File: config.mk
export PLATFORM = sky130hd
export DESIGN_NAME = rvc_compressor
export DESIGN_NICKNAME = d
export VERILOG_FILES = /design/src/rtl/rvc_compressor.sv
export SDC_FILE = /design/constraint.sdc
export NUM_CORES = 1
export LEC_CHECK = 0
export BUFFER_PORTS_ARGS = -buffer_cell sky130_fd_sc_hd__buf_2
export CAP_MARGIN = 20
export CORE_UTILIZATION = 59
export CTS_CLUSTER_SIZE = 14
export DETAILED_ROUTE_END_ITERATION = 10
export PLACE_DENSITY_LB_ADDON = 0.3
export SYNTH_ARGS = -nofsm -noshare
export SYNTH_HDL_FRONTEND = slang
export SYNTH_SLANG_ARGS = --single-unit
File: constraint.sdc
create_clock -name clk -period 7.7 [get_ports clk]
set_input_delay 0.385 -clock clk [delete_from_list [all_inputs] [get_ports clk]]
set_output_delay 0.385 -clock clk [all_outputs]
set_load 0.05 [all_outputs]
File: src/rtl/rvc_compressor.sv
// Streaming RV32I-to-RV32C compressor: re-encodes a supported subset as 16-bit
// instructions and packs halfwords little-endian into 32-bit memory words.
module rvc_compressor #(
    parameter bit ENABLE_COMPRESS = 1'b1,
    parameter int CNT_W           = 16
) (
    input  logic             clk,
    input  logic             reset,
    input  logic             in_valid,
    output logic             in_ready,
    input  logic [31:0]      in_instr,
    input  logic             flush,
    output logic             out_valid,
    input  logic             out_ready,
    output logic [31:0]      out_word,
    output logic             out_last,
    output logic             flush_done,
    output logic [CNT_W-1:0] compressed_count
);

    typedef enum logic [1:0] {
        ST_RUN,
        ST_FLUSH,
        ST_DRAIN
    } state_t;

    localparam logic [6:0]  OPC_OP     = 7'b0110011;
    localparam logic [6:0]  OPC_OP_IMM = 7'b0010011;
    localparam logic [6:0]  OPC_LOAD   = 7'b0000011;
    localparam logic [6:0]  OPC_STORE  = 7'b0100011;
    localparam logic [15:0] C_NOP      = 16'h0001;

    state_t           state_q, state_d;
    logic [31:0]      out_word_q, out_word_d;
    logic             out_valid_q, out_valid_d;
    logic             out_last_q, out_last_d;
    logic [15:0]      pend_q, pend_d;
    logic             pend_valid_q, pend_valid_d;
    logic [CNT_W-1:0] count_q, count_d;

    logic [6:0]  opcode;
    logic [4:0]  rd, rs1, rs2;
    logic [2:0]  f3;
    logic [6:0]  f7;
    logic [11:0] imm_i, imm_s;
    logic        rd_p, rs1_p, rs2_p;
    logic        imm_i_small, lw_off_ok, sw_off_ok;
    logic        is_c;
    logic [15:0] c_half;
    logic        out_free, accept;

    assign opcode = in_instr[6:0];
    assign rd     = in_instr[11:7];
    assign f3     = in_instr[14:12];
    assign rs1    = in_instr[19:15];
    assign rs2    = in_instr[24:20];
    assign f7     = in_instr[31:25];
    assign imm_i  = in_instr[31:20];
    assign imm_s  = {in_instr[31:25], in_instr[11:7]};

    // Compressed register fields can only name x8..x15.
    assign rd_p  = (rd[4:3] == 2'b01);
    assign rs1_p = (rs1[4:3] == 2'b01);
    assign rs2_p = (rs2[4:3] == 2'b01);

    assign imm_i_small = (imm_i[11:5] == {7{imm_i[5]}});
    assign lw_off_ok   = (imm_i[11:7] == 5'd0) && (imm_i[1:0] == 2'b00);
    assign sw_off_ok   = (imm_s[11:7] == 5'd0) && (imm_s[1:0] == 2'b00);

    always_comb begin
        is_c   = 1'b0;
        c_half = 16'h0000;
        if (ENABLE_COMPRESS) begin
            case (opcode)
                OPC_OP: begin
                    if (f3 == 3'b000 && f7 == 7'b0000000 && rs1 == 5'd0
                        && rd != 5'd0 && rs2 != 5'd0) begin
                        is_c   = 1'b1;
                        c_half = {3'b100, 1'b0, rd, rs2, 2'b10};
                    end else if (f3 == 3'b000 && f7 == 7'b0000000 && rd == rs1
                                 && rd != 5'd0 && rs2 != 5'd0) begin
                        is_c   = 1'b1;
                        c_half = {3'b100, 1'b1, rd, rs2, 2'b10};
                    end else if (rd == rs1 && rd_p && rs2_p) begin
                        if (f3 == 3'b000 && f7 == 7'b0100000) begin
                            is_c   = 1'b1;
                            c_half = {6'b100011, rd[2:0], 2'b00, rs2[2:0], 2'b01};
                        end else if (f7 == 7'b0000000 && f3 == 3'b100) begin
                            is_c   = 1'b1;
                            c_half = {6'b100011, rd[2:0], 2'b01, rs2[2:0], 2'b01};
                        end else if (f7 == 7'b0000000 && f3 == 3'b110) begin
                            is_c   = 1'b1;
                            c_half = {6'b100011, rd[2:0], 2'b10, rs2[2:0], 2'b01};
                        end else if (f7 == 7'b0000000 && f3 == 3'b111) begin
                            is_c   = 1'b1;
                            c_half = {6'b100011, rd[2:0], 2'b11, rs2[2:0], 2'b01};
                        end
                    end
                end
                OPC_OP_IMM: begin
                    if (f3 == 3'b000 && rs1 == 5'd0 && rd != 5'd0 && imm_i_small) begin
                        is_c   = 1'b1;
                        c_half = {3'b010, imm_i[5], rd, imm_i[4:0], 2'b01};
                    end else if (f3 == 3'b000 && rd == rs1 && rd != 5'd0
                                 && imm_i != 12'd0 && imm_i_small) begin
                        is_c   = 1'b1;
                        c_half = {3'b000, imm_i[5], rd, imm_i[4:0], 2'b01};
                    end else if (f3 == 3'b001 && f7 == 7'b0000000 && rd == rs1
                                 && rd != 5'd0 && rs2 != 5'd0) begin
                        is_c   = 1'b1;
                        c_half = {3'b000, 1'b0, rd, rs2, 2'b10};
                    end
                end
                OPC_LOAD: begin
                    if (f3 == 3'b010 && rd_p && rs1_p && lw_off_ok) begin
                        is_c   = 1'b1;
                        c_half = {3'b010, imm_i[5:3], rs1[2:0], imm_i[2], imm_i[6],
                                  rd[2:0], 2'b00};
                    end
                end
                OPC_STORE: begin
                    if (f3 == 3'b010 && rs1_p && rs2_p && sw_off_ok) begin
                        is_c   = 1'b1;
                        c_half = {3'b110, imm_s[5:3], rs1[2:0], imm_s[2], imm_s[6],
                                  rs2[2:0], 2'b00};
                    end
                end
                default: begin
                    is_c   = 1'b0;
                    c_half = 16'h0000;
                end
            endcase
        end
    end

    assign out_free = !out_valid_q || out_ready;
    assign in_ready = (state_q == ST_RUN) && !flush && out_free;
    assign accept   = in_valid && in_ready;

    // A 32-bit instruction arriving behind a pending halfword straddles two words.
    always_comb begin
        state_d      = state_q;
        out_word_d   = out_word_q;
        out_valid_d  = out_valid_q;
        out_last_d   = out_last_q;
        pend_d       = pend_q;
        pend_valid_d = pend_valid_q;
        count_d      = count_q;
        flush_done   = 1'b0;

        if (out_valid_q && out_ready) begin
            out_valid_d = 1'b0;
            out_last_d  = 1'b0;
        end

        case (state_q)
            ST_RUN: begin
                if (flush) begin
                    state_d = ST_FLUSH;
                end else if (accept) begin
                    if (is_c) begin
                        if (count_q != {CNT_W{1'b1}}) begin
                            count_d = count_q + 1'b1;
                        end
                        if (pend_valid_q) begin
                            out_word_d   = {c_half, pend_q};
                            out_valid_d  = 1'b1;
                            out_last_d   = 1'b0;
                            pend_valid_d = 1'b0;
                        end else begin
                            pend_d       = c_half;
                            pend_valid_d = 1'b1;
                        end
                    end else begin
                        out_valid_d = 1'b1;
                        out_last_d  = 1'b0;
                        if (pend_valid_q) begin
                            out_word_d = {in_instr[15:0], pend_q};
                            pend_d     = in_instr[31:16];
                        end else begin
                            out_word_d = in_instr;
                        end
                    end
                end
            end
            ST_FLUSH: begin
                if (out_free) begin
                    if (pend_valid_q) begin
                        out_word_d   = {C_NOP, pend_q};
                        out_valid_d  = 1'b1;
                        out_last_d   = 1'b1;
                        pend_valid_d = 1'b0;
                    end
                    state_d = ST_DRAIN;
                end
            end
            ST_DRAIN: begin
                if (out_free) begin
                    flush_done = 1'b1;
                    state_d    = ST_RUN;
                end
            end
            default: state_d = ST_RUN;
        endcase
    end

    always_ff @(posedge clk) begin
        if (reset) begin
            state_q      <= ST_RUN;
            out_word_q   <= 32'h0;
            out_valid_q  <= 1'b0;
            out_last_q   <= 1'b0;
            pend_q       <= 16'h0;
            pend_valid_q <= 1'b0;
            count_q      <= '0;
        end else begin
            state_q      <= state_d;
            out_word_q   <= out_word_d;
            out_valid_q  <= out_valid_d;
            out_last_q   <= out_last_d;
            pend_q       <= pend_d;
            pend_valid_q <= pend_valid_d;
            count_q      <= count_d;
        end
    end

    assign out_word         = out_word_q;
    assign out_valid        = out_valid_q;
    assign out_last         = out_last_q;
    assign compressed_count = count_q;

endmodule

# [Yosys cells after proc, flatten, opt, wreduce, memory -nomap -nowiden]
# Index checks and enable logic that the tools add are counted.
[totals] out_inout_bits=52 romBits=0 ramBits=0 elab_cells=156 n_memories=0 input_bits=37 regBits=69 latchBits=0
[classes] n_mux=64 n_eq_ne=27 div_mod_pow=0 mul=0 bitwise=1 shifts=0 n_addsub=1 reduce_logical=56 order_cmp=0
[ops] cell="$mux 32" n=7
[ops] cell="$mux 16" n=11
[ops] cell="$pmux 16 s4" n=1
[ops] cell="$pmux 32 s2" n=1
[ops] cell="$logic_and 1x1->1" n=36
[ops] cell="$mux 1" n=32
[ops] cell="$mux 15" n=2
[ops] cell="$eq 7x6->1 const B" n=3
[ops] cell="$add 16x1->16 const B" n=1
[ops] cell="$ne 16x16->1 const B" n=1
[ops] cell="$ne 2x2->1 const B" n=8
[ops] cell="$reduce_and 5->1" n=3
[ops] cell="$mux 13" n=1
[ops] cell="$mux 12" n=1
[ops] cell="$reduce_bool 12->1" n=1
[ops] cell="$logic_not 5->1" n=2
[ops] cell="$reduce_bool 5->1" n=2
[ops] cell="$eq 3x3->1 const B" n=3
[ops] cell="$eq 2x1->1 const B" n=4
[ops] cell="$eq 7x2->1 const B" n=1
[ops] cell="$eq 7x5->1 const B" n=1
[ops] cell="$logic_not 7->1" n=1
[ops] cell="$eq 6x6->1" n=1
[ops] cell="$logic_not 2->1" n=3
[ops] cell="other kinds (16)" n=22

# [Longest topological paths before layout]
# Gate-level depths: netlist of run 1.
[depth] depth_word=15 depth_mapped=13 ltp_nobuf=10

# [Least setup slack after synthesis of run 1]
# Ideal clock, no wire load.
[synth_path] path_type="input to register" startpoint="input port in_instr[24]" endpoint="register out_word_q[12], in the netlist out_word[12]" path_buffers=2 slack_ns=4.537 path_stages=10 required_time_ns=7.560 setup_time_ns=0.140 t_arrival_ns=3.023 cell_sequence="or4_1 -> or4_1 -> o211ai_2 -> a21oi_1 -> or4_4 -> buf_6 -> nor3_4 -> buf_6 -> mux2i_1 -> a211oi_2"
[synth_via] elab_chain_len=10 elab_cells_between_ends=25 cone_classes="2 x eq/ne; 12 x mux; 11 x reduce/logical"
[synth_lines] item="start: declaration" line="11" source="input logic [31:0] in_instr,"
[synth_lines] item="$reduce_bool 12->1, or another cell as far along" line="105" source="&& imm_i != 12'd0 && imm_i_small) begin"
[synth_lines] item="$logic_and 1x1->1 (on tied branches)" line="105, 109, 84"
[synth_lines] item="$logic_and 1x1->1, or another cell as far along" line="105"
[synth_lines] item="$mux 1 (on tied branches)" line="104, 80"
[synth_lines] item="$mux 1 (on tied branches)" line="101, 76"
[synth_lines] item="$pmux 1 s4 (*)" line="74" source="case (opcode)"
[synth_lines] item="$mux 32" line="161" source="if (is_c) begin"
[synth_lines] item="$mux 32" line="160" source="end else if (accept) begin"
[synth_lines] item="$mux 32" line="158" source="if (flush) begin"
[synth_lines] item="$pmux 32 s2" line="156" source="case (state_q)"
[synth_lines] item="end signal: assignment" line="218" source="out_word_q <= out_word_d;"
[synth_lines] item="end: declaration" line="34" source="logic [31:0] out_word_q, out_word_d;"
# Every way passes the cells marked *; elsewhere a longest branch is shown, timed or not. The select of a mux whose other input is x is not followed.
# A chain may end at the register's enable or synchronous reset.

# [Worst setup path after layout of run 1]
# Same ends and word-level chain as after synthesis.

==> summary.txt, run 1 <==
Power
  • Max VDD drop: about 0.00015 V
  • PD cells: between 150 and 200 nW/um^2
  • P_leak: 1.86 nW

Timing
  • Final setup violation count: 0
  • Final worst slack: 3.93 ns
  • Rel. slew slack: 0.250
  • Tcrit/Tclk final: 0.489
  • RSZ-0062 raised after global routing: false
  • Setup TNS: 0 ns
  • Period minus WS final: 3.77 ns
  • Slew of the pin with the lowest slew margin: approximately 1.1 ns
  • Final hold vios: 0
  • Slew Viols, Final: 0
  • Setup Skew: around 0.011 ns
  • Max Clk Rate: roughly 270 MHz
  • WHS: ~0.36 ns

Detailed routing
  • Iteration-0 DRC Markers: approximately 350
  • Drt total wl: approximately 11000 um
  • WL per Instance: roughly 18 um
  • Drt first pass iters: 5
  • Detailed-route via count: 3974
  • Drt drc: 0
  • Vias per inst: 6.35
  • Post-route ant nets: 0

Logic synthesis
  • Post-synthesis mux area share: 0.0783
  • Warnings, synthesis: 0
  • Register area share after synthesis: 0.353
  • Count leader, synth: dfxtp_1
  • Syn Area/Cell: 8.33 sq um
  • Largest family of logic cells by synthesized area: simple AND/OR/NAND/NOR gates
  • Post-synthesis adder-cell area fraction: 0.00639
  • Commonest register cell after synthesis: dfxtp_1
  • Post-Syn Area: ~3900 sq um
  • Post-Synth XOR/XNOR Area: 0.0403
  • Yosys cell types: 63
  • Top cell type's share of synthesized area: 0.353
  • Synth Register Bits: 69
  • Synth top cells by count: dfxtp_1 (69), nor2_1 (67), a21oi_1 (33), clkbuf_1 (27), a211oi_1 (26)
  • EDFF count, synth: 0
  • Complex-gate fraction of the synthesized area: 0.236
  • Synth top area cells: dfxtp_1 (35%), nor2_1 (6.4%), mux2i_1 (6.4%), a211oi_1 (5.0%), a21oi_1 (4.2%)
  • Post-synthesis simple-gate area fraction: 0.242
  • Mapped Nets: 509
  • Cell count after synthesis: 470
  • Post-synth ARST share: 0
  • Synth area leader: dfxtp_1

Clock tree
  • H-tree level count: 3
  • CTS tree: yes
  • Cts hold-fix bufs: 0
  • Cts bufs inserted: 9
  • Post_cts resized: 0
  • Reg clk slew, reported paths: roughly 0.08 ns
  • Clk root buf: clkbuf_8
  • CTS max path bufs: 2
  • Number of setup buffers added after CTS: 0
  • Clk_lat worst skew: around 0.35 ns
  • CTS Sinks: slightly below 70

GRT
  • GRT Residual Overflow: 0
  • Vias in the first global route: 3477
  • Initial antenna violation count: 0
  • Overall routing resource usage: 0.326
  • First-pass GRT wire length: ~18000 um
  • Met3 Usage GRT: 0.0504
  • Met2 Use GR: 0.490
  • Largest net degree at the start of global routing: about 60
  • GR Layer Usage met1: 0.474
  • Gr busiest metal: met2

Finish
  • Final instance area: approximately 4600 sq um
  • Share of cells above drive strength 1: 0.240
  • Fillers: a little over 500
  • Net count, final: about 600
  • Antenna diodes: 0
  • Layout area overhead: 17.2%
  • Layout Cells excl Fill: roughly 630

Floorplan
  • # IOs: about 90
  • Die footprint: 6970 sq um
  • Core ar.: roughly 6400 sq um
  • Initial Util: 0.613
  • Die H: 83.5 um
  • Site row count: 29
  • Die W: around 83 um

Worst setup path
  • Critical Path RT: between 7 and 8 ns
  • CP max stage cell: nor3_4
  • Worst R2R Setup Slack: between 4 and 5 ns
  • CP endpoint kind: flop
  • Worst-path cell chain: buf_2 > or4_1 > or4_1 > o211ai_2 > a21oi_1 > or4_4 > nor3_4 > mux2i_1 > a211oi_2
  • Crit Path Category: in -> reg
  • RR Startpoint: pend_valid_q
  • Most repeated library cell on the critical path: or4_1
  • Startpoint type of the worst setup path: input port
  • CP Max Fanout: 16
  • R2R cell count: 6
  • CP peak stage delay: a little under 0.8 ns
  • RR Endpoint: pend_q[12]
  • Worst EP arrival: 3.96 ns

Min path
  • Hold path start: in_instr[21]
  • Hold path cells: 3
  • WHS Endpoint: pend_q[5]
  • Worst min-delay path category: in -> reg

Place
  • Post-DP Area: around 4400 sq um
  • DP Worst Slack: roughly 3.6 ns
  • Final GP Congestion: between 1 and 1.5
  • Input/output buffers: just under 90
  • Placed insts: between 600 and 700
  • Post-DP HPWL: 8460 um

Flow run
  • Max Cap Violations: 0

Run status
  • Status: completed
==> per-stage QoR <==
step | power, mW | util
6_report | 0.875 | 0.718
5_1_grt | 0.909 | 0.718
4_1_cts | 0.876 | 0.716
3_5_place_dp | 0.581 | 0.685
3_3_place_gp | 0.579 | 0.685
2_1_floorplan | 0.529 | -
==> cells in the final DEF (no fill, tap or decap), drive strengths merged, types with 8 or more instances in the layout <==
cell     count
and3         8
dfxtp       69
a211oi      35
nor2        67
o2bb2ai     10
nand3       14
nor4        14
mux2i       25
nor3        14
xnor2       13
buf         95
clkbuf      11
nand2       20
a21oi       33
inv         10
or4          8
o21ai       15
==> worst max-delay path: cells and delay by family <==
family / cells / cell delay, ns
AO/OA/AOI/OAI: 3 / 0.55
buffers and inverters: 1 / 0.14
multiplexers: 1 / 0.36
AND/OR/NAND/NOR: 4 / 2.51
==> cell families after synthesis <==
group | count (synthesis)
muxes | 30
DFF | 69
and+or+nand+nor | 183
AOI/OAI and AO/OA | 126
buffers and inverters | 42
xor gates and xnor gates | 18
adders and majority gates | 2
==> registers in the layout, summed over array words and instances, names as in the netlist <==
register          count
compressed_count     16
pend_q               16
state_q               2
out_last              1
pend_valid_q          1
out_word             32
out_valid             1
==> layout make-up <==
| cell class | count | area [sq um] | area share |
|---|---|---|---|
| Multi-Input combinational cell | 359 | 2370 | 0.517 |
| Clock buffer | 11 | 141 | 0.0308 |
| Inverter | 10 | 37.5 | 0.00818 |
| Timing Repair Buffer | 95 | 500 | 0.109 |
| Clock inverter | 5 | 58.8 | 0.0128 |
| Sequential cell | 69 | 1380 | 0.301 |
| Tap cell | 77 | 96.3 | 0.0210 |
==> where the power goes <==
part	switching (mW)	internal [mW]
clock	0.140	0.159
combinational	0.139	0.0530
sequential	0.00920	0.375
==> worst max path at each step <==
stage	start	end	slack (ns)
4_1_cts	in_instr[24]	out_word[12]	3.97
3_5_place_dp	in_instr[24]	out_word[10]	3.63
6_report	in_instr[24]	out_word[12]	3.93
2_1_floorplan	in_instr[24]	out_word[12]	4.54
3_3_place_gp	in_instr[24]	out_word[12]	3.63
5_1_grt	in_instr[25]	out_word[30]	3.79
==> metal layers <==
metal / vias up / part of all wire
met5: - / 0
met4: 0 / 0.022
met3: 24 / 0.080
met2: 204 / 0.45
met1: 1847 / 0.45
li1: 1899 / -
Note: power is estimated with default switching activity, not from simulation.
==> run 2, diff against run 1 <==
--- a/config.mk
+++ b/config.mk
@@ -7,7 +7,7 @@
 export LEC_CHECK = 0
 export BUFFER_PORTS_ARGS = -buffer_cell sky130_fd_sc_hd__buf_2
 export CAP_MARGIN = 20
-export CORE_UTILIZATION = 59
+export CORE_UTILIZATION = 49
 export CTS_CLUSTER_SIZE = 14
 export DETAILED_ROUTE_END_ITERATION = 10
 export PLACE_DENSITY_LB_ADDON = 0.3
==> constraint.sdc (replaced) <==
create_clock -name clk -period 3.2 [get_ports clk]
set_input_delay 0.16 -clock clk [delete_from_list [all_inputs] [get_ports clk]]
set_output_delay 0.16 -clock clk [all_outputs]
set_load 0.05 [all_outputs]
==> run 2 against run 1 <==
Critical path depth rose by 2. Highest routed layer unchanged. Critical endpoint is now out_word[14]. Wire length rose by 2.4%. Sequential share of layout area fell by 1.3 points.
==> summary.txt, run 2 (same netlist as run 1, synthesis figures left out) <==
Worst setup path
  • CP Max Fanout: 16 (unchanged)
  • R2R cell count: 6 (unchanged)
  • Worst R2R Setup Slack: 0.97 ns (-3.80 ns)
  • RR Startpoint: pend_valid_q
  • Bufs and invs on worst path: 3 (+2)
  • Worst Setup SP: in_instr[24]
  • Startpoint type of the worst setup path: input port
  • Critical Path RT: 3.40 ns (-4.49 ns)
  • Worst EP arrival: 2.92 ns (-1.04 ns)
  • Crit. path cell count: 11 (+2)
  • RR Endpoint: pend_q[12]
  • CP peak stage delay: 0.54 ns (-0.23 ns)
  • Critical Path Sink: out_word[14]
  • CP max stage cell: or4_1
  • Worst-path cell chain: buf_2 > or4_1 > or4_1 > o211ai_2 > a21oi_1 > buf_4 > or4_4 > nor3_4 > buf_12 > mux2i_1 > a211oi_2
  • Most repeated library cell on the critical path: or4_1
  • CP endpoint kind: flop
  • Crit Path Category: in -> reg
  • Top Family by Delay on Critical Path: simple AND/OR/NAND/NOR gates

GRT
  • Overall routing resource usage: 0.289 (-0.0372)
  • GRT Residual Overflow: 0 (unchanged)
  • Initial antenna violation count: 0 (unchanged)
  • Vias in the first global route: 3708 (+6.6%)
  • Largest net degree at the start of global routing: 57 (-6.6%)
  • First-pass GRT wire length: 19000 um (+4.5%)

Clock tree
  • Cts bufs inserted: 9 (unchanged)
  • Reg clk slew, reported paths: 0.08 ns (about the same)
  • Clk root buf: clkbuf_8
  • Clk_lat worst skew: 0.35 ns (about the same)
  • CTS tree: yes
  • Cts hold-fix bufs: 0 (unchanged)
  • CTS Sinks: 69 (unchanged)
  • H-tree level count: 3 (unchanged)
  • CTS max path bufs: 2 (unchanged)
  • Number of setup buffers added after CTS: 0 (unchanged)
  • Post_cts resized: 0 (unchanged)

Finish
  • Most frequent cells in the layout: buf_2 (88), dfxtp_1 (69), nor2_1 (67), a21oi_1 (32), a211oi_1 (26)
  • Largest register FFs: 32 (unchanged)
  • Commonest non-fill, non-tap cell in the layout: buf_2
  • Layout area overhead: 22.6%
  • Share of cells above drive strength 1: 0.262 (+0.0215)
  • Antenna diodes: 0 (unchanged)
  • Net count, final: 600 (+2.9%)

Detailed routing
  • Met2 WL: 5110 um (-0.51%)
  • Drt total wl: 11700 um (+2.4%)
  • Drt first pass iters: 5 (unchanged)
  • WL met1: 5480 um (+6.5%)
  • Max layer used: met4
  • Vias per inst: 6.03 (-5.0%)
  • WL per Instance: 17.6 um (-3.9%)
  • Drt drc: 0 (unchanged)
  • Detailed-route via count: 4024 (+1.3%)
  • Met3 wire length: 843 um (-8.3%)
  • Iteration-0 DRC Markers: 356 (+0.56%)
  • Post-route ant nets: 0 (unchanged)

Floorplan
  • # IOs: 89 (unchanged)
  • Core ar.: 7730 sq um (+21%)
  • Die footprint: 8350 sq um (+20%)
  • Site row count: 32 (+10%)
  • Initial Util: 0.507 (-0.106)
  • Die H: 91.4 um (+9.5%)
  • Die W: 91.4 um (+9.5%)

Timing
  • Slew of the pin with the lowest slew margin: 0.678 ns (-0.445 ns)
  • Period minus WS final: 2.72 ns
  • Setup Skew: 0.0113 ns (+0.000668 ns)
  • Rel. slew slack: 0.542 (+0.292)
  • Final setup violation count: 0 (unchanged)
  • RSZ-0062 raised after global routing: false
  • Max Clk Rate: between 300 and 400 MHz
  • Final hold vios: 0 (unchanged)
  • WHS: 0.0328 ns (-0.327 ns)
  • Slew Viols, Final: 0 (unchanged)
  • Tcrit/Tclk final: 0.848
  • Setup TNS: 0 ns (unchanged)

Power
  • PD cells: 464 nW/um^2 (+140%)
  • Max VDD drop: 0.000221 V (+52%)
  • Switching Fraction: 0.316 (-0.0130)
  • Clock share of power: 0.368 (+0.026)
  • Share of total power in sequential cells: 0.416 (-0.023)
  • Combinational power share: 0.217 (-0.002)
  • P_leak: 1.97 nW (+6.0%)
  • Net Sw Power: 703 uW (+140%)
  • Int Power: 1.52 mW (+160%)

Place
  • Input/output buffers: 88 (unchanged)
  • Final GP Congestion: 1.04 (+3.0%)
  • Post-DP HPWL: 8850 um (+4.6%)

Min path
  • Hold path cells: 2 (-1)
  • Hold path start: reset
  • Worst min-delay path category: in -> reg

Run status
  • Status: completed

Flow run
  • Max Cap Violations: 0 (unchanged)
run 2: changes by cell type in the layout (fill, tap and decap cells not counted), sizes merged:
cell      previous run  this run
clkinvlp             2         0
bufinv               1         2
clkbuf              11        12
inv                 10         9
buf                 95       112
run 2: power groups by stage:
| stage | registers, mW | clock network [mW] | logic (mW) |
|---|---|---|---|
| after global placement | 0.943 | 0 | 0.470 |
| after detailed placement | 0.945 | 0 | 0.477 |
| final | 0.925 | 0.819 | 0.482 |
| after floorplan | 1.09 | 0 | 0.188 |
| after CTS | 0.925 | 0.826 | 0.478 |
| after global routing | 0.930 | 0.867 | 0.513 |
run 2: worst min path at each step:
stage                            to  slack (ns)
3_3_place_gp   compressed_count[12]        0.40
5_1_grt                   pend_q[0]        0.06
6_report                  pend_q[0]        0.03
4_1_cts                   pend_q[0]        0.03
2_1_floorplan            pend_q[13]        0.31
3_5_place_dp   compressed_count[12]        0.40
run 2: through the flow:
stage / utilization / instances / setup slack [ns] / cell area, sq um / total power, mW
after CTS: 0.621 / 667 / 0.508 / 4800 / 2.23
after global placement: 0.592 / 652 / 0.222 / 4580 / 1.41
final: 0.621 / 667 / 0.485 / 4800 / 2.23
after floorplan: - / 470 / 0.262 / 3920 / 1.27
after detailed placement: 0.592 / 652 / 0.162 / 4580 / 1.42
after global routing: 0.621 / 667 / 0.325 / 4800 / 2.31
run 2: layout make-up:
type,count,area [sq um]
repair buffers,112,658
well taps,102,128
clock buffers,12,155
fillers,702,2930
flip-flops and latches,69,1380
clock inverters,3,68.8
inverters,10,37.5
multi-input cells,359,2370
run 2: layer usage:
layer	vias to the layer above	GRT usage
li1	1928	-
met1	1880	0.407
met2	188	0.427
met3	28	0.0595
met4	0	0.115
met5	-	0
